[src/rtl/wb_pkg.sv]
// Shared constants and payload type for the write-back scoreboard.
// XLEN  : result / write-port data width
// REG_W : register index width (RV32E, 16 registers)
// NREG  : number of architectural registers
package wb_pkg;

    localparam int unsigned XLEN  = 32;
    localparam int unsigned REG_W = 4;
    localparam int unsigned NREG  = 16;

    // One pending write-back: destination register plus result data.
    typedef struct packed {
        logic [REG_W-1:0] rd;
        logic [XLEN-1:0]  data;
    } wb_req_t;

endpackage

[src/rtl/wb_fifo.sv]
// Synchronous FIFO of wb_req_t entries holding LSU results until the write port is free.
// Ports:
//   clk, rst        : clock, asynchronous active-high reset (empties the FIFO)
//   push_i, wdata_i : enqueue an entry (ignored when full)
//   pop_i, rdata_o  : dequeue the head entry (ignored when empty); rdata_o shows the head
//   full_o, empty_o : occupancy flags
//   count_o         : number of stored entries
module wb_fifo
    import wb_pkg::*;
#(
    parameter int unsigned DEPTH = 4
) (
    input  logic                       clk,
    input  logic                       rst,
    input  logic                       push_i,
    input  wb_req_t                    wdata_i,
    input  logic                       pop_i,
    output wb_req_t                    rdata_o,
    output logic                       full_o,
    output logic                       empty_o,
    output logic [$clog2(DEPTH):0]     count_o
);

    localparam int unsigned PTR_W = $clog2(DEPTH);
    localparam int unsigned CNT_W = PTR_W + 1;

    wb_req_t            mem_q [DEPTH];
    logic [PTR_W-1:0]   wr_ptr_q;
    logic [PTR_W-1:0]   rd_ptr_q;
    logic [CNT_W-1:0]   count_q;
    logic               do_push;
    logic               do_pop;

    assign full_o  = (count_q == CNT_W'(DEPTH));
    assign empty_o = (count_q == '0);
    assign count_o = count_q;
    assign rdata_o = mem_q[rd_ptr_q];

    assign do_push = push_i & ~full_o;
    assign do_pop  = pop_i & ~empty_o;

    // Pointers wrap naturally because DEPTH is a power of two.
    always_ff @(posedge clk or posedge rst) begin
        if (rst) begin
            wr_ptr_q <= '0;
            rd_ptr_q <= '0;
            count_q  <= '0;
        end else begin
            if (do_push) wr_ptr_q <= wr_ptr_q + PTR_W'(1);
            if (do_pop)  rd_ptr_q <= rd_ptr_q + PTR_W'(1);
            case ({do_push, do_pop})
                2'b10:   count_q <= count_q + CNT_W'(1);
                2'b01:   count_q <= count_q - CNT_W'(1);
                default: count_q <= count_q;
            endcase
        end
    end

    // Storage is data-path only; validity is tracked by the pointers.
    always_ff @(posedge clk) begin
        if (do_push) mem_q[wr_ptr_q] <= wdata_i;
    end

endmodule

[src/rtl/wb_scoreboard.sv]
// Write-back initiator for the RV32E register file: arbitrates ALU results (priority)
// and queued LSU results onto the single register-file write port, and keeps a busy
// scoreboard of registers awaiting a load result.
// Ports:
//   clk, rst                         : clock, asynchronous active-high reset
//   issue_valid/issue_long/issue_rd  : issuing instruction; loads mark issue_rd busy
//   rs1, rs2                         : sources of the instruction considered for issue
//   hazard                           : combinational RAW/WAW hazard indication
//   busy                             : scoreboard bits (bit 0 always 0)
//   alu_valid/alu_rd/alu_data        : single-cycle ALU result, no backpressure
//   lsu_valid/lsu_ready/lsu_rd/lsu_data : LSU result handshake into the FIFO
//   we/rd/rd_data                    : registered register-file write port
module wb_scoreboard
    import wb_pkg::*;
#(
    parameter int unsigned LSU_DEPTH = 4
) (
    input  logic              clk,
    input  logic              rst,
    input  logic              issue_valid,
    input  logic              issue_long,
    input  logic [REG_W-1:0]  issue_rd,
    input  logic [REG_W-1:0]  rs1,
    input  logic [REG_W-1:0]  rs2,
    output logic              hazard,
    output logic [NREG-1:0]   busy,
    input  logic              alu_valid,
    input  logic [REG_W-1:0]  alu_rd,
    input  logic [XLEN-1:0]   alu_data,
    input  logic              lsu_valid,
    output logic              lsu_ready,
    input  logic [REG_W-1:0]  lsu_rd,
    input  logic [XLEN-1:0]   lsu_data,
    output logic              we,
    output logic [REG_W-1:0]  rd,
    output logic [XLEN-1:0]   rd_data
);

    localparam int unsigned CNT_W = $clog2(LSU_DEPTH) + 1;

    wb_req_t             fifo_wdata;
    wb_req_t             fifo_head;
    logic                fifo_full;
    logic                fifo_empty;
    logic [CNT_W-1:0]    fifo_count;
    logic                fifo_push;
    logic                fifo_pop;

    logic                we_q,      we_d;
    logic [REG_W-1:0]    rd_q,      rd_d;
    logic [XLEN-1:0]     rd_data_q, rd_data_d;
    logic [NREG-1:0]     busy_q,    busy_d;

    // Ready drops during reset and whenever the FIFO is full, even if a pop is under way.
    assign lsu_ready  = ~rst & (fifo_count < CNT_W'(LSU_DEPTH));
    assign fifo_push  = lsu_valid & lsu_ready & ~fifo_full;
    // The ALU always wins the write port; the FIFO drains only on idle ALU cycles.
    assign fifo_pop   = ~alu_valid & ~fifo_empty;
    assign fifo_wdata = '{rd: lsu_rd, data: lsu_data};

    wb_fifo #(
        .DEPTH (LSU_DEPTH)
    ) u_fifo (
        .clk     (clk),
        .rst     (rst),
        .push_i  (fifo_push),
        .wdata_i (fifo_wdata),
        .pop_i   (fifo_pop),
        .rdata_o (fifo_head),
        .full_o  (fifo_full),
        .empty_o (fifo_empty),
        .count_o (fifo_count)
    );

    assign hazard  = busy_q[rs1] | busy_q[rs2] | busy_q[issue_rd];
    assign busy    = busy_q;
    assign we      = we_q;
    assign rd      = rd_q;
    assign rd_data = rd_data_q;

    // Write-port arbitration; x0 targets are consumed but never written.
    always_comb begin
        we_d      = 1'b0;
        rd_d      = rd_q;
        rd_data_d = rd_data_q;
        if (alu_valid) begin
            we_d      = (alu_rd != '0);
            rd_d      = alu_rd;
            rd_data_d = alu_data;
        end else if (fifo_pop) begin
            we_d      = (fifo_head.rd != '0);
            rd_d      = fifo_head.rd;
            rd_data_d = fifo_head.data;
        end
    end

    // Scoreboard: clear on LSU pop, then set on load issue so a same-index set wins.
    always_comb begin
        busy_d = busy_q;
        if (fifo_pop) begin
            busy_d[fifo_head.rd] = 1'b0;
        end
        if (issue_valid && issue_long && (issue_rd != '0)) begin
            busy_d[issue_rd] = 1'b1;
        end
        busy_d[0] = 1'b0;
    end

    always_ff @(posedge clk or posedge rst) begin
        if (rst) begin
            we_q      <= 1'b0;
            rd_q      <= '0;
            rd_data_q <= '0;
            busy_q    <= '0;
        end else begin
            we_q      <= we_d;
            rd_q      <= rd_d;
            rd_data_q <= rd_data_d;
            busy_q    <= busy_d;
        end
    end

endmodule

[config.mk]
export PLATFORM = sky130hd
export DESIGN_NAME = wb_scoreboard
export DESIGN_NICKNAME = d
export VERILOG_FILES = /design/src/rtl/wb_pkg.sv /design/src/rtl/wb_fifo.sv /design/src/rtl/wb_scoreboard.sv
export SDC_FILE = /design/constraint.sdc
export NUM_CORES = 1
export LEC_CHECK = 0
export ABC_AREA = 1
export BUFFER_PORTS_ARGS = -buffer_cell sky130_fd_sc_hd__buf_2
export CAP_MARGIN = 10
export CELL_PAD_IN_SITES_DETAIL_PLACEMENT = 0
export CELL_PAD_IN_SITES_GLOBAL_PLACEMENT = 2
export CORE_UTILIZATION = 39
export DETAILED_ROUTE_END_ITERATION = 8
export PLACE_DENSITY_LB_ADDON = 0.1
export RECOVER_POWER = 25
export SLEW_MARGIN = 15
export SYNTH_ARGS = -nofsm -noshare
export SYNTH_HDL_FRONTEND = slang
export SYNTH_SLANG_ARGS = --single-unit
[constraint.sdc]
create_clock -name clk -period 8.1 [get_ports clk]
set_clock_uncertainty 0.15 [all_clocks]
set_input_delay 1.215 -clock clk [delete_from_list [all_inputs] [get_ports clk]]
set_output_delay 1.215 -clock clk [all_outputs]
set_load 0.05 [all_outputs]
==> results of run 1 <==
## worst min-delay path: stages (launching register included)
cell and delay [ns]:
dfrtp_1 0.34, nand2_1 0.05, o21ai_1 0.06
## synth_stat cells
cell      number
edfxtp_1     144
nand2_1      137
nor2_1       119
o21ai_0      100
dfrtp_1       59
o21ai_1       59
inv_1         38
nand3_1       37
o22ai_1       32
clkbuf_1      17
buf_2         11
nand2_2        7
buf_4          6
a21oi_1        5
ha_1           5
o211ai_1       5
inv_2          4
buf_6          3
nand3_2        3
nor2_2         3
buf_1          2
xnor2_1        2
xor2_1         2
a21oi_2        1
clkbuf_2       1
conb_1         1
fa_1           1
inv_6          1
nor2_4         1
nor4_1         1
## power by group through the flow
stage / registers [mW] / clock network, mW / logic, mW
after floorplan: 1.87 / 0 / 0.708
after global placement: 1.51 / 0 / 1.45
after detailed placement: 1.51 / 0 / 1.48
after CTS: 1.49 / 1.03 / 1.49
after global routing: 1.51 / 1.07 / 1.61
final: 1.49 / 1.01 / 1.47
## cell families (layout without fill, tap and decap cells)
kind of cell | after synthesis | after routing
flip-flops | 203 | 203
adder cells (fa/ha/maj) | 6 | 6
AND/OR/NAND/NOR | 308 | 308
other | 1 | 1
AO/OA/AOI/OAI | 202 | 202
XOR/XNOR | 4 | 4
buffers and inverters | 83 | 235
## how the worst max path moves through the flow
stage	cells after the start	startpoint	end	slack [ns]
2_1_floorplan	3	rst	u_fifo.mem_q[0][0]	3.65
6_report	11	issue_rd[1]	hazard	4.39
3_3_place_gp	11	alu_valid	u_fifo.count_o[2]	4.27
3_5_place_dp	9	alu_valid	u_fifo.count_o[1]	4.21
5_1_grt	13	issue_rd[0]	hazard	4.20
4_1_cts	11	issue_rd[1]	hazard	4.39
## metrics by stage
| step | util [%] | worst slack (ns) | hold WS (ns) |
|---|---|---|---|
| 5_1_grt | 47.2 | 4.20 | 0.369 |
| 3_5_place_dp | 44.0 | 4.21 | 0.323 |
| 2_1_floorplan | - | 3.65 | 0.300 |
| 6_report | 47.2 | 4.39 | 0.334 |
| 4_1_cts | 47.4 | 4.39 | 0.338 |
| 3_3_place_gp | 44.0 | 4.27 | 0.317 |
## layer usage
metal  vias to the layer above  track usage, %  share of wire (%)
li1                       3068               -                  -
met5                         -               0                  0
met4                         0            5.05                1.9
met2                       169            34.1                 48
met3                        30            3.06                5.9
met1                      3093            25.7                 44
## area by class of cell
cell class | count | area, um2 | area share, %
timing repair buffer | 150 | 731 | 7.12
inverter | 43 | 166 | 1.62
multi-input combinational | 521 | 2470 | 24.1
sequential | 203 | 5800 | 56.5
tap | 280 | 350 | 3.41
clock buffer | 30 | 622 | 6.06
clock inverter | 12 | 119 | 1.16
## sequential cells by signal (all words and copies together) (netlist names)
name             cells
u_fifo.wr_ptr_q      2
u_fifo.rd_ptr_q      2
busy                15
we                   1
u_fifo.count_o       3
rd_data             32
rd                   4
u_fifo.mem_q       144
## layout by cell type, fill, tap and decap left out
cell type / Yosys / final
inv_1: 38 / 37
o21ai_0: 100 / 100
nand2_1: 137 / 137
clkbuf_16: 0 / 23
nor2_2: 3 / 3
nor4_1: 1 / 1
dfrtp_1: 59 / 57
fa_1: 1 / 1
nand3_2: 3 / 3
buf_2: 11 / 113
xnor2_1: 2 / 2
ha_1: 5 / 5
a21oi_1: 5 / 5
dfrtp_2: 0 / 2
nor2_4: 1 / 5
clkbuf_8: 0 / 2
nand3_1: 37 / 37
buf_4: 6 / 7
xor2_1: 2 / 2
edfxtp_1: 144 / 144
o21ai_1: 59 / 59
clkbuf_1: 17 / 35
o211ai_1: 5 / 5
nand2_2: 7 / 7
inv_2: 4 / 5
nor2_1: 119 / 115
a21oi_2: 1 / 1
bufinv_16: 0 / 2
conb_1: 1 / 1
o22ai_1: 32 / 32
inv_6: 1 / 2
clkinvlp_4: 0 / 2
clkinv_2: 0 / 7
==> impl_metrics.ini, run 1 <==
[pwr]
power_density_nw_per_um2 = 386
leakage_nw = 4.01
vdd_drop_max_mv = 0.246
power_mw = 3.96
clockPowerShare_pct = 25.5
intPower_mw = 2.29
p_sw_share_pct = 42.3
sequentialPowerShare_pct = 37.5
power_switching_mw = 1.67
pwr-share-comb_pct = 37.0

[critical_path]
worstReg2RegEnd = busy[5]
crit_path_start_kind = input pin
reg2reg_from = u_fifo.rd_ptr_q[1]
reg2reg_depth = 7
r2r_slack_ns = 5.36
crit_slowest_cell = buf_2
path_max_fanout = 10
critical_path.endpoint_type = output port
cp_cell_sequence = buf_2, nor2_2, nand2_1, nand2_1, nor2_1, nor2_1, nor2_1, nand2_1, nor2_1, nand2_1, buf_2
cp_top_family = simple AND/OR/NAND/NOR gates
cp.buffers_inverters = 2
cp.required_ns = 6.73
arrival_ns = 2.34
path_class = input pin to output port
max_stage_delay_ns = 0.25

[synthesis]
synth.area.mux_share_pct = 0
ys_seq_area_share_pct = 67.3
netlist.area_leader.share_pct = 50.2
synth_nets = 903
ys_types = 30
yosys.area_share.xor_xnor_pct = 0.406
yosysTopAreaCell = edfxtp_1
yosysWarnings = 0
synth_compound_area_share_pct = 12.4
ys_ff_latch = 203
synthSimpleGateAreaFrac_pct = 14.6
synth_fa_ha_area_share_pct = 0.958
synthTopCellsByArea = edfxtp_1, dfrtp_1, nand2_1, o21ai_0, nor2_1
synthCells = 807
synthesis.area_um2 = 8620
synth_top_family_by_area = simple AND/OR/NAND/NOR gates
syn_avg_cell_area_um2 = 10.7

[clock_tree]
clk_pin_slew_ns = 0.06
cts_resized = 0
clk_path_buf_depth = 3
worstSkewPairLatency_ns = 0.51
numClockSinks = 203
ctsHoldBuffers = 0
root_buffer = clkbuf_16
numCtsBuffers = 23
htree_num_levels = 1
postCtsSetupBuffers = 0
cts_tree = done

[min_path]
hp-start = rd_data[21]
hp-class = flip-flop to flip-flop
min_to = rd_data[21]
min_path_cells = 2

[die]
start_util_pct = 39.6
core-area_um2 = 21800
fp-row-count = 54
io_pins = 145
die_h_um = 151
dieArea_um2 = 22700
die_x_um = 151

[final_layout]
drive_above_1_share_pct = 19.2
antenna_cells = 0
layout.nets = 1038
final_area_um2 = 10300
fillerInstances = 2038
stdcell_count = 1239
syn_to_final_growth_pct = 19.1

[timing]
tns_ns = 0
period_share_pct = 45.8
slew_headroom_pct = 30.7
finalMaxSlewViolations = 0
max_freq_mhz = 270
tightest_slew_ns = 1.04
fin_crit_ns = 3.71
finalSetupViolations = 0
hold_viol_final = 0
rsz0062_at_grt = no

[drt]
drt_iter0_markers = 303
vias_per_cell = 5.13
wl_um = 22300
vias = 6360
wl_per_cell_um = 18.0
ant_nets = 0
route.detailed.drc = 0
first_pass_iters = 4

[placement]
dp_hpwl_um = 13400
postPlaceCellArea_um2 = 9560
io_buffers = 143
dp_cells = 1197
gp_congestion = 0.852

[global_route]
grt_pass1_wl_um = 33800
grt_overflow_total = 0
grt_pass1_vias = 6222
grtUsageTotal_pct = 19.7
grt_max_degree = 74
antenna_found_initial = 0

[outcome]
outcome = complete, no violations

[job]
cap_violations = 0
(Power assumes the default switching activity.)
==> run 2, diff against run 1 <==
--- a/config.mk
+++ b/config.mk
@@ -10,7 +10,7 @@
 export CAP_MARGIN = 10
 export CELL_PAD_IN_SITES_DETAIL_PLACEMENT = 0
 export CELL_PAD_IN_SITES_GLOBAL_PLACEMENT = 2
-export CORE_UTILIZATION = 39
+export CORE_UTILIZATION = 32
 export DETAILED_ROUTE_END_ITERATION = 8
 export PLACE_DENSITY_LB_ADDON = 0.1
 export RECOVER_POWER = 25
==> constraint.sdc (replaced) <==
create_clock -name clk -period 3.3 [get_ports clk]
set_clock_uncertainty 0.15 [all_clocks]
set_input_delay 0.495 -clock clk [delete_from_list [all_inputs] [get_ports clk]]
set_output_delay 0.495 -clock clk [all_outputs]
set_load 0.05 [all_outputs]
==> run 2 against run 1 <==
Compared with the run above:
- the run now ends with DRC left
- worst hold slack worse by 0.28 ns
- clock-buffer cell count is 3 lower
- critical path depth is 2 lower
- critical endpoint unchanged
==> impl_metrics.ini, run 2 (same netlist as run 1, synthesis figures left out) <==
[clock_tree]
htree_num_levels = 1
numCtsBuffers = 23
worstSkewPairLatency_ns = 0.51
clk_path_buf_depth = 3
cts_tree = done
numClockSinks = 203
clk_pin_slew_ns = 0.06
root_buffer = clkbuf_16
cts_resized = 0

[placement]
postPlaceCellArea_um2 = 9700
io_buffers = 143
dp_hpwl_um = 15000
gp_congestion = 0.812
dp_slack_ns = 0.858

[pwr]
leakage_nw = 4.08
pwr-share-comb_pct = 37.0
clockPowerShare_pct = 27.7
sequentialPowerShare_pct = 35.3
p_sw_share_pct = 41.2
vdd_drop_max_mv = 0.489
power_density_nw_per_um2 = 960
power_switching_mw = 4.16
intPower_mw = 5.93

[final_layout]
drive_above_1_share_pct = 19.5
syn_to_final_growth_pct = 21.9
layout.nets = 1045
largest_register_ffs = 144
final_common_cell = edfxtp_1
finish.utilization_pct = 40.0
fillerInstances = 2611
layout_common_cells = edfxtp_1, nand2_1, nor2_1
top_register = u_fifo.mem_q
final_area_um2 = 10500
antenna_cells = 0

[timing]
fin_crit_ns = 2.49
tightest_slew_ns = 0.778
finalMaxSlewViolations = 0
max_freq_mhz = 401
finalSetupViolations = 0
fin_ws_ns = 0.809
rsz0062_at_grt = no
slew_headroom_pct = 48.1
period_share_pct = 75.5
hold_viol_final = 0

[die]
die_x_um = 166
io_pins = 145
fp-row-count = 59
start_util_pct = 32.8
core-area_um2 = 26300
dieArea_um2 = 27600
die_h_um = 166

[global_route]
grt_max_degree = 74
grt_pass1_wl_um = 37000
grt_overflow_total = 0
grtUsageTotal_pct = 17.1
grt_pass1_vias = 6505
antenna_found_initial = 1

[critical_path]
arrival_ns = 1.85
crit_top_cell = nand2_1
crit_path_start_kind = flip-flop
cp_top_family = simple AND/OR/NAND/NOR gates
max_stage_delay_ns = 0.52
critical_path.endpoint_type = output port
crit_slowest_cell = dfrtp_1
path_max_fanout = 5
path_class = flip-flop to output port
cp.required_ns = 2.65
cp.buffers_inverters = 2
cp_cell_sequence = nor2_1, nor2_1, nand2_1, nand3_1, nand3_1, nand2_1, inv_1, nand2_1, buf_2

[outcome]
outcome = finished, violations left
violations = DRC

[job]
cap_violations = 0

[drt]
ant_nets = 0
drt_iter0_markers = 414
wl_um = 23500
first_pass_iters = 7
route.detailed.drc = 8
vias = 6331
wl_per_cell_um = 18.1
vias_per_cell = 4.87

[min_path]
hp-class = input pin to flip-flop
[run 2: metal layers]
metal / GRT usage (%) / vias up / part of all wire (%)
met2: 29.5 / 157 / 49
li1: - / 3088 / -
met4: 3.66 / 0 / 1.4
met3: 2.65 / 26 / 5.1
met5: 0 / - / 0
met1: 22.8 / 3060 / 45
[run 2: through the flow]
| stage | hold WS [ns] | TNS, ns | instances | power (mW) |
|---|---|---|---|---|
| detailed placement | 0.321 | 0 | 1258 | 7.42 |
| finish | 0.0567 | 0 | 1300 | 10.1 |
| floorplan | 0.300 | -61.57 | 807 | 6.32 |
| global route | 0.0614 | 0 | 1300 | 10.7 |
| CTS | 0.0314 | 0 | 1300 | 10.2 |
| global placement | 0.313 | 0 | 1258 | 7.37 |
[run 2: cell type report]
type	instances	area, um2	area share (%)
clock inverters	14	235	2.24
multi-input cells	521	2470	23.6
clock buffers	27	601	5.72
repair buffers	157	810	7.70
well taps	335	419	3.99
inverters	43	166	1.58
flip-flops and latches	203	5800	55.2
[run 2: repair_timing]
item / 4_1_cts / 5_1_grt
buffers inserted: 0 / 0
hold endpoints to repair: 6 / 0
hold buffers: 1 / 0
[run 2: worst paths after layout]
kind,to,startpoint,slack [ns],depth (start not counted)
max in group asynchronous,u_fifo.rd_ptr_q[0],rst,1.83,4
worst min-delay path,rd[1],alu_rd[1],0.06,3
min in group asynchronous,u_fifo.count_o[2],rst,0.52,3
worst max register to register,u_fifo.count_o[2],u_fifo.count_o[2],1.08,8
worst max-delay path,hazard,busy[12],0.81,9
worst min register to register,u_fifo.count_o[1],u_fifo.count_o[1],0.33,2
[run 2: power by group through the flow]
stage | Clock (mW) | Combinational (mW) | Sequential, mW
5_1_grt | 2.98 | 4.12 | 3.63
3_5_place_dp | 0 | 3.79 | 3.62
4_1_cts | 2.87 | 3.80 | 3.57
3_3_place_gp | 0 | 3.76 | 3.60
6_report | 2.80 | 3.73 | 3.56
2_1_floorplan | 0 | 1.74 | 4.58
[run 2: worst reg2reg max path, stage by stage, from the launching register on]
cell and delay (ns):
dfrtp_1 0.39, nor2_1 0.06, nand2_1 0.41, ha_1 0.24
inv_1 0.07, fa_1 0.37, a21oi_1 0.14, o21ai_0 0.12
xnor2_1 0.14
==> run 3, diff against run 2 <==
--- a/config.mk
+++ b/config.mk
@@ -5,12 +5,12 @@
 export SDC_FILE = /design/constraint.sdc
 export NUM_CORES = 1
 export LEC_CHECK = 0
-export ABC_AREA = 1
+export ABC_AREA = 0
 export BUFFER_PORTS_ARGS = -buffer_cell sky130_fd_sc_hd__buf_2
 export CAP_MARGIN = 10
 export CELL_PAD_IN_SITES_DETAIL_PLACEMENT = 0
 export CELL_PAD_IN_SITES_GLOBAL_PLACEMENT = 2
-export CORE_UTILIZATION = 32
+export CORE_UTILIZATION = 36
 export DETAILED_ROUTE_END_ITERATION = 8
 export PLACE_DENSITY_LB_ADDON = 0.1
 export RECOVER_POWER = 25
==> constraint.sdc (replaced) <==
create_clock -name clk -period 2.2 [get_ports clk]
set_clock_uncertainty 0.15 [all_clocks]
set_input_delay 0.33 -clock clk [delete_from_list [all_inputs] [get_ports clk]]
set_output_delay 0.33 -clock clk [all_outputs]
set_load 0.05 [all_outputs]
==> run 3 against run 2 <==
Compared with the run above:
- via count down 19%
- design area up 7.0%
- largest cell class unchanged
- sequential share of layout area down 3.5 points
- synthesized cell count down 40%
- global-route usage down 0.46 points
- first-iteration DRC count down 58%
- non-clock buffer count up 100
- the run ends with setup timing left
- worst hold slack worse by 0.034 ns
- clock power up 49%
- core utilization up 9.7 points
- critical path depth down 4
==> impl_metrics.ini, run 3 <==
[critical_path]
reg2reg_from = u_fifo.rd_ptr_q[0]
cp_top_family = multiplexers
path_class = flip-flop to output port
cp_cell_sequence = mux4_2, mux2i_2, o32ai_2, a211o_2, buf_8
r2r_slack_ns = 0.07
path_depth = 5
max_stage_delay_ns = 0.48
critical_path.endpoint_type = output port
cp.buffers_inverters = 1
worstReg2RegEnd = busy[10]
arrival_ns = 2.15
crit_slowest_cell = mux4_2
crit_path_start_kind = flip-flop
critPathLaunch = busy[15]
path_max_fanout = 4
cp.required_ns = 1.72
endpoint = hazard
reg2reg_depth = 5

[synthesis]
synthCells = 485
synth_fa_ha_area_share_pct = 0.995
netlist.area_leader.share_pct = 52.1
yosys.area_share.xor_xnor_pct = 0.633
synth_nets = 581
syn_avg_cell_area_um2 = 17.1
ys_ff_latch = 203
ys_types = 44
yosysTopAreaCell = edfxtp_1
synth_common_cells = edfxtp_1, dfrtp_1, o21ai_0
synthTopCellsByArea = edfxtp_1, dfrtp_1, mux4_2, mux2i_1, o21ai_0
synth_top_family_by_area = multiplexers
async_flop_share_pct = 29.1
synthesis.area_um2 = 8300
synth.most_common_cell = edfxtp_1
yosysWarnings = 0
synthSimpleGateAreaFrac_pct = 4.52
synth-edff-count = 144
synthFlopType = edfxtp_1
ys_seq_area_share_pct = 69.9
synth_compound_area_share_pct = 5.35
synth.area.mux_share_pct = 16.8

[pwr]
power_density_nw_per_um2 = 1310
vdd_drop_max_mv = 0.626
leakage_nw = 4.30

[die]
die_h_um = 154
fp-row-count = 55
core-area_um2 = 22600
die_x_um = 154
start_util_pct = 36.7
dieArea_um2 = 23700
io_pins = 145

[placement]
io_buffers = 143
gp_congestion = 0.771
dp_hpwl_um = 12900

[final_layout]
antenna_cells = 0
layout.nets = 841
syn_to_final_growth_pct = 35.4
final_common_cell = edfxtp_1
drive_above_1_share_pct = 36.0
top_register = u_fifo.mem_q
largest_register_ffs = 144
layout_common_cells = edfxtp_1, buf_2, dlygate4sd3_1
finish.utilization_pct = 49.7

[clock_tree]
root_buffer = clkbuf_16
clk_pin_slew_ns = 0.06
worstSkewPairLatency_ns = 0.50
clk_path_buf_depth = 3
numClockSinks = 203
numCtsBuffers = 23
cts_tree = done
htree_num_levels = 1

[timing]
finalMaxSlewViolations = 0
fin_ws_ns = -0.427
max_freq_mhz = 381
hold_viol_final = 0
period_share_pct = 119
finalSetupViolations = 1
rsz0062_at_grt = yes
tns_ns = -0.427
fin_crit_ns = 2.63

[global_route]
grt_overflow_total = 0
grt_pass1_wl_um = 30400
grtUsageTotal_pct = 16.7
antenna_found_initial = 0
grt_max_degree = 43
grt_pass1_vias = 5428

[drt]
first_pass_iters = 5
drt_iter0_markers = 175
vias_per_cell = 4.93
route.detailed.drc = 0
wl_um = 19000
wl_per_cell_um = 18.2
ant_nets = 0
vias = 5157

[outcome]
outcome = finished, violations left
violations = setup timing

[job]
cap_violations = 0

[min_path]
hp-class = input pin to flip-flop
## run 3: cells by family after synthesis
group / count (synthesis)
buffers and inverters: 35
AO/OA/AOI/OAI: 77
adder cells (fa/ha/maj): 6
flip-flops: 203
AND/OR/NAND/NOR: 75
XOR/XNOR: 6
multiplexers: 82
other: 1
## run 3: power by group
group          total [mW]  internal, mW  leakage [nW]  switching, mW
clock network        4.17          2.69         0.410           1.48
logic                5.29          1.97          1.89           3.33
registers            5.30          4.84          1.99          0.456
## run 3: layer usage
| layer | track usage, % | wire (um) |
|---|---|---|
| met3 | 2.71 | 798 |
| met4 | 5.24 | 493 |
| met5 | 0 | 0 |
| met2 | 28.9 | 9490 |
| met1 | 21.4 | 8200 |
## run 3: per-stage QoR
stage | total power, mW | setup slack [ns] | std cells | area (um2) | hold slack [ns]
2_1_floorplan | 8.96 | 0.0172 | 485 | 8330 | 0.279
3_3_place_gp | 10.4 | -0.104 | 927 | 9610 | 0.265
3_5_place_dp | 10.5 | -0.121 | 927 | 9610 | 0.272
4_1_cts | 14.9 | -0.472 | 1043 | 11200 | 0.00739
5_1_grt | 15.5 | -0.501 | 1046 | 11200 | 0.0251
6_report | 14.8 | -0.427 | 1046 | 11200 | 0.0225
## run 3: timing repair
item                       in CTS  in global routing
gates resized for setup         4                  9
buffers inserted                3                  3
pin swaps                       1                  3
hold buffers                   72                  0
hold endpoints to repair      195                  0
setup endpoints to repair       1                  8
## run 3: worst min-delay path, stage by stage
cell	delay, ns
buf_2	0.08
mux2i_1	0.05
o21ai_0	0.17
## run 3: worst min-delay path by stage
stage	slack (ns)	startpoint	cells past startpoint	end
after floorplan	0.28	lsu_data[0]	0	u_fifo.mem_q[0][0]
after global placement	0.27	rst	2	rd_data[27]
after detailed placement	0.27	rst	2	rd_data[27]
after CTS	0.007	alu_data[9]	3	rd_data[9]
after global routing	0.03	alu_data[9]	3	rd_data[9]
final	0.02	alu_data[9]	3	rd_data[9]
## run 3: final cells by class
| class | count | area, um2 |
|---|---|---|
| Tap cell | 285 | 357 |
| Clock inverter | 13 | 220 |
| Multi-Input combinational cell | 247 | 2410 |
| Timing Repair Buffer | 257 | 1780 |
| Clock buffer | 28 | 614 |
| Sequential cell | 203 | 5810 |
| Inverter | 13 | 48.8 |
| Fill cell | 2007 | 11400 |
